File: src/rtl/census_hamming_cost.sv
// Census matching cost: Hamming distance between each left census vector and the
// DispN most recent right vectors of the same line, as a 2-stage streaming pipeline.
module census_hamming_cost #(
  parameter int CVW   = 8,
  parameter int DispN = 16,
  parameter int CostW = $clog2(CVW + 1)
) (
  input  logic                   clk,
  input  logic                   rst_n,
  input  logic                   in_valid,
  input  logic                   in_sol,
  input  logic [CVW-1:0]         cvL,
  input  logic [CVW-1:0]         cvR,
  output logic                   out_valid,
  output logic                   out_sol,
  output logic [DispN*CostW-1:0] out_cost
);

  // Handshake: in_valid qualifies cvL/cvR/in_sol for exactly one cycle and is always
  // accepted; out_valid marks out_cost/out_sol valid for one cycle, with no stall path.

  localparam int ColW = (DispN > 1) ? $clog2(DispN) : 1;
  localparam logic [ColW-1:0] ColMax = ColW'(DispN - 1);

  logic [CVW-1:0]   hist [DispN-1];
  logic [ColW-1:0]  col;
  logic [ColW-1:0]  cur_col;
  logic [CVW-1:0]   cand [DispN];
  logic [CVW-1:0]   x_xor [DispN];
  logic [DispN-1:0] x_mask;

  logic [CVW-1:0]   s1_xor [DispN];
  logic [DispN-1:0] s1_mask;
  logic             s1_sol;
  logic             s1_valid;

  logic [DispN*CostW-1:0] cost_c;

  function automatic logic [CostW-1:0] popcount(input logic [CVW-1:0] v);
    logic [CostW-1:0] n;
    n = '0;
    for (int i = 0; i < CVW; i++) n = n + CostW'(v[i]);
    return n;
  endfunction

  // An sol pixel is column 0 regardless of what the history still holds.
  always_comb begin
    cur_col = in_sol ? '0 : col;
    cand[0] = cvR;
    for (int d = 1; d < DispN; d++) cand[d] = hist[d-1];
    x_mask = '0;
    for (int d = 0; d < DispN; d++) begin
      x_xor[d]  = cvL ^ cand[d];
      x_mask[d] = (d <= int'(cur_col));
    end
  end

  always_ff @(posedge clk or negedge rst_n) begin
    if (!rst_n) begin
      col <= '0;
      for (int k = 0; k < DispN - 1; k++) hist[k] <= '0;
    end else if (in_valid) begin
      hist[0] <= cvR;
      for (int k = 1; k < DispN - 1; k++) hist[k] <= hist[k-1];
      if (in_sol) col <= ColW'(1);
      else if (col != ColMax) col <= col + ColW'(1);
    end
  end

  always_ff @(posedge clk or negedge rst_n) begin
    if (!rst_n) begin
      s1_valid <= 1'b0;
      s1_sol   <= 1'b0;
      s1_mask  <= '0;
      for (int d = 0; d < DispN; d++) s1_xor[d] <= '0;
    end else begin
      s1_valid <= in_valid;
      s1_sol   <= in_valid & in_sol;
      if (in_valid) begin
        s1_mask <= x_mask;
        for (int d = 0; d < DispN; d++) s1_xor[d] <= x_xor[d];
      end
    end
  end

  // Masked-out candidates report the saturated cost so aggregation never prefers them.
  always_comb begin
    cost_c = '0;
    for (int d = 0; d < DispN; d++)
      cost_c[d*CostW +: CostW] = s1_mask[d] ? popcount(s1_xor[d]) : CostW'(CVW);
  end

  always_ff @(posedge clk or negedge rst_n) begin
    if (!rst_n) begin
      out_valid <= 1'b0;
      out_sol   <= 1'b0;
      out_cost  <= '0;
    end else begin
      out_valid <= s1_valid;
      out_sol   <= s1_valid & s1_sol;
      if (s1_valid) out_cost <= cost_c;
    end
  end

endmodule

File: config.mk
export PLATFORM = sky130hd
export DESIGN_NAME = census_hamming_cost
export DESIGN_NICKNAME = d
export VERILOG_FILES = /design/src/rtl/census_hamming_cost.sv
export SDC_FILE = /design/constraint.sdc
export NUM_CORES = 1
export LEC_CHECK = 0
export BUFFER_PORTS_ARGS = -buffer_cell sky130_fd_sc_hd__buf_4
export CAP_MARGIN = 10
export CORE_ASPECT_RATIO = 1.25
export CORE_MARGIN = 10
export CORE_UTILIZATION = 40
export CTS_BUF_LIST = sky130_fd_sc_hd__clkbuf_4
export CTS_CLUSTER_DIAMETER = 30
export CTS_CLUSTER_SIZE = 8
export DETAILED_ROUTE_END_ITERATION = 6
export GPL_TIMING_DRIVEN = 0
export RECOVER_POWER = 50
export SLEW_MARGIN = 10
export SYNTH_ARGS = -nofsm -noshare
export SYNTH_HDL_FRONTEND = slang
export SYNTH_SLANG_ARGS = --single-unit
File: constraint.sdc
create_clock -name clk -period 3.3 [get_ports clk]
set_clock_uncertainty 0.15 [all_clocks]
set_input_delay 0.825 -clock clk [delete_from_list [all_inputs] [get_ports clk]]
set_output_delay 0.825 -clock clk [all_outputs]
set_load 0.1 [all_outputs]
## Word-level counts from Yosys, hierarchy flattened

Index checks and enable logic that the tools add are counted.

| operators by class | value |
|---|---|
| multiplexer cells | 19 |
| add/sub/neg operators | 113 |
| order comparisons | 15 |
| reduce and logical (&&, ||, !) cells | 2 |
| bitwise logic cells | 18 |
| equality and inequality tests | 1 |

Operator list:

| kind | count |
|---|---|
| $add A4 B1 Y4 | 64 |
| $xor A8 B8 Y8 | 16 |
| $mux W4 | 19 |
| $add A3 B1 Y4 | 16 |
| $add A2 B1 Y3 | 16 |
| $add A1 B1 Y2 | 16 |
| $le A4 B4 Y1 const A | 8 |
| $le A3 B4 Y1 const A | 4 |
| $le A2 B4 Y1 const A | 2 |
| $add A4 B1 Y4 const B | 1 |
| $le A1 B4 Y1 const A | 1 |
| $ne A4 B4 Y1 const B | 1 |
| $and A1 B1 Y1 | 2 |
| $reduce_and A2 Y1 | 1 |
| $reduce_bool A2 Y1 | 1 |

| word-level totals | value |
|---|---|
| bits of input ports | 20 |
| flip-flop bits (word level) | 336 |
| word-level logic and storage cells | 206 |

## Depth between registers and ports, before layout

| depth | value |
|---|---|
| word-level depth | 8 |
| gate-level depth with buffers | 9 |

## Least setup slack after synthesis

OpenSTA, ideal clock, no wires.

| timing | value |
|---|---|
| path type | register -> register |
| from | register s1_xor[104] (netlist name) |
| to | register out_cost[10] |
| stages on the path, launching flop included | 10 |
| path slack | 396 ps |
| data arrival time | 2628 ps |
| setup time | 126 ps |
| period minus slack after synthesis | 2904 ps |
| buffers on the path | 0 |
| data required time | 3024 ps |
| path through | dfrtp_1 inv_1 fa_1 fa_1 fa_1 inv_1 ha_1 fa_1 xnor2_1 o22ai_1 |

| on the way | value |
|---|---|
| word-level cells in the longest chain between the ends | 8 |

RTL lines:

| what | RTL line | source |
|---|---|---|
| start: declaration | 32 | `logic [CVW-1:0] s1_xor [DispN];` |
| $add A1 B1 Y2 | 42 | `for (int i = 0; i < CVW; i++) n = n + CostW'(v[i]);` |
| $add A2 B1 Y3 | 42 |  |
| $add A3 B1 Y4 | 42 |  |
| $add A4 B1 Y4 (4 in a row) | 42 |  |
| $mux W4 | 90 | `cost_c[d*CostW +: CostW] = s1_mask[d] ? popcount(s1_xor[d]) : CostW'(CVW);` |
| end signal: assignment | 101 | `if (s1_valid) out_cost <= cost_c;` |
| end: declaration | 16 | `output logic [DispN*CostW-1:0] out_cost` |

No other way between the ends.
A chain may end at the register's enable or synchronous reset.

## Worst setup path after layout

| timing | value |
|---|---|
| from | register s1_xor[64] (netlist name) |
| to | register out_cost[29] |

Same word-level chain as after synthesis.

==> results_dict.tcl <==
set metrics [dict create \
    outcome "complete, no violations" \
    dpl-instance-area_um2 17930 \
    die_area_um2 50040 \
    grt_use_total_pct 16.14 \
    synth_fp_nets 1621 \
    antenna_found_initial 1 \
    wirelength_um 39670 \
    grt_pass1_vias 11175 \
    ys_types 34 \
    yosysWarnings 0 \
    clock-sinks 336 \
    startpoint "s1_xor[64]" \
    first_iter_violations 655 \
    die_x_um 202.1 \
    finalCriticalPeriod_ns 3.113 \
    arrival_ns 3.57 \
    worstPathRequired_ns 3.76 \
    seqCellArea_um2 8408 \
    coreArea_um2 41020 \
    gp_congestion 0.8129 \
    num_vias 10620 \
    synth_top_flop_cell "dfrtp_1" \
    path_max_fanout 2 \
    cts_setup_buffers 0 \
    fillerInstances 3937 \
    rrSetupSlack_ns 0.19 \
    grt_first_pass_wirelength_um 63470 \
    grt_max_degree 107 \
    final_common_cell "dfrtp_1" \
    multi_input_comb_area_um2 6789 \
    synth-seq-cells 336 \
    power_density_nw_per_um2 955.6 \
    post_drt_wl_per_cell_um 17.83 \
    htree_num_levels 2 \
    whs_ns 0.1465 \
    final_max_slew_viol_count 0 \
    vias_per_cell 4.773 \
    hold_viol_final 0 \
    power.leakage_nw 8.647 \
    seq_area_frac_synth_pct 50.71 \
    post-route-util_pct 45.39 \
    cts_max_path_buffers 3 \
    drtPass1Iterations 5 \
    cts_made_buffers 61 \
    die_y_um 247.6 \
    reg2regPathDepth 9 \
    start_util_pct 40.42 \
    crit_path_end_kind "flip-flop" \
    timing.final.crit_share_pct 94.34 \
    async_flop_share_pct 100.0 \
    io_pins 86 \
    tightest_slew_ns 1.255 \
    relSlewSlack_pct 16.31 \
    portBuffers 76 \
    hp-class "in2reg" \
    fp-row-count 83 \
    place_ws_ns 0.1623 \
    most-common-layout-cells "336 x dfrtp_1, 228 x inv_1, 161 x nor2_1, 150 x a21oi_1, 143 x xnor2_1" \
    layout_setup_ws_ns 0.1866 \
    min_path_cells 2 \
    synthCells 1488 \
    syn_area_um2 16580 \
    regToRegStartpoint "s1_xor[64]" \
    dpl.hpwl_um 28380 \
    drive_gt1_share_pct 21.30 \
    cp-start-kind "flip-flop" \
    syn_avg_cell_area_um2 11.14 \
    timing.rr.end "out_cost[29]" \
    clk_latency_ns 0.77 \
    clk_pin_slew_worst_paths_ns 0.09 \
    cts_tree "yes" \
    cts-root-buf "clkbuf_4" \
    ant_nets 0 \
    syn2layout_area_growth_pct 12.31 \
    vdd_drop_max_v 0.0004516 \
    min_from "cvR[1]" \
    grt-ovfl-total 0 \
    worstSetupPathType "reg2reg" \
    cap_violations 0 \
    fmaxAchievable_mhz 321.2 \
    rsz0062_at_grt "false" \
    design_area_um2 18620 \
    setup_viol 0 \
    synth_edf_count 0 \
    drc 0 \
    nNetsFinal 1765 \
    crit_end "out_cost[29]" \
]
[worst max-delay path, stage by stage (launching register included)]
cell	delay (ns)
dfrtp_1	0.36
inv_1	0.06
fa_1	0.55
fa_1	0.43
fa_1	0.49
inv_1	0.04
ha_1	0.22
fa_1	0.45
nand3_1	0.11
o21ai_0	0.09
[cell type report]
cell class	count	share of cell area (%)
clock buffer	75	3.024
inverter	228	4.596
multi-input combinational	846	36.46
antenna	2	0.02688
clock inverter	27	1.377
timing repair buffer	81	3.474
sequential	336	45.16
buffer	78	2.177
tap	552	3.709
[cells in the mapped netlist (2+ instances only)]
| cell type | count | share of area, % |
|---|---|---|
| inv_1 | 227 | 5.1 |
| xnor2_1 | 144 | 7.6 |
| a21o_1 | 19 | 0.86 |
| clkbuf_1 | 3 | 0.068 |
| buf_2 | 42 | 1.3 |
| nor3_1 | 3 | 0.091 |
| fa_1 | 64 | 7.7 |
| o21ai_0 | 37 | 1.1 |
| nand3_1 | 35 | 1.1 |
| dfrtp_1 | 336 | 51 |
| o22ai_1 | 16 | 0.60 |
| and2_1 | 2 | 0.075 |
| ha_1 | 49 | 3.7 |
| mux2_2 | 124 | 8.4 |
| buf_4 | 18 | 0.82 |
| nor4_1 | 2 | 0.075 |
| a21oi_1 | 150 | 4.5 |
| o2bb2ai_1 | 6 | 0.32 |
| nand2_1 | 22 | 0.50 |
| a31oi_1 | 2 | 0.075 |
| buf_6 | 14 | 0.95 |
| nor2_1 | 161 | 3.6 |
[kinds of logic (layout without fill, tap and decap cells)]
group	Yosys count	in the layout	synth area share, %
XOR/XNOR	144	144	7.607
multiplexers	124	124	8.422
AND/OR/NAND/NOR	229	229	5.637
adder cells (fa/ha/maj)	113	113	11.43
buffers and inverters	306	489	8.346
other	0	2	0
flip-flops	336	336	50.71
AO/OA/AOI/OAI	236	236	7.849
[flip-flops by register name, indices dropped and copies added, names as in the netlist]
| name | cells |
|---|---|
| s1_mask | 16 |
| s1_valid | 1 |
| s1_sol | 1 |
| cand | 120 |
| out_sol | 1 |
| out_cost | 64 |
| out_valid | 1 |
| s1_xor | 128 |
| col | 4 |
[per-layer routing]
metal | part of all wire, % | wire [um] | track usage [%]
met1 | 44 | 17570 | 20.91
met2 | 50 | 19760 | 27.57
met3 | 4.0 | 1600 | 2.635
met4 | 1.9 | 735 | 4.439
met5 | 0 | 0 | 0
[worst min-delay path by stage]
stage               slack, ns   endpoint
global placement         0.29    out_sol
detailed placement       0.30  out_valid
finish                   0.15  cand[113]
floorplan                0.27  out_valid
global route              0.1  cand[113]
CTS                      0.08  cand[117]
[power breakdown]
part           switching (W)  internal [W]
Sequential          0.000977       0.00531
Combinational        0.00463       0.00382
Clock                0.00164       0.00141
[stage by stage]
stage | power (W) | instances | TNS (ns)
final | 0.01779 | 2225 | 0
after global routing | 0.01940 | 2224 | 0
after CTS | 0.01804 | 2223 | 0
after detailed placement | 0.01487 | 2119 | 0
after global placement | 0.01450 | 2116 | -655.59
after floorplan | 0.01280 | 1488 | 0
[what timing repair did]
action                     CTS  global route
hold endpoints to repair    46             0
hold buffers                 2             0
gates resized for setup      0             1
setup endpoints to repair    0             1
Note: power is estimated with default switching activity, not from simulation.
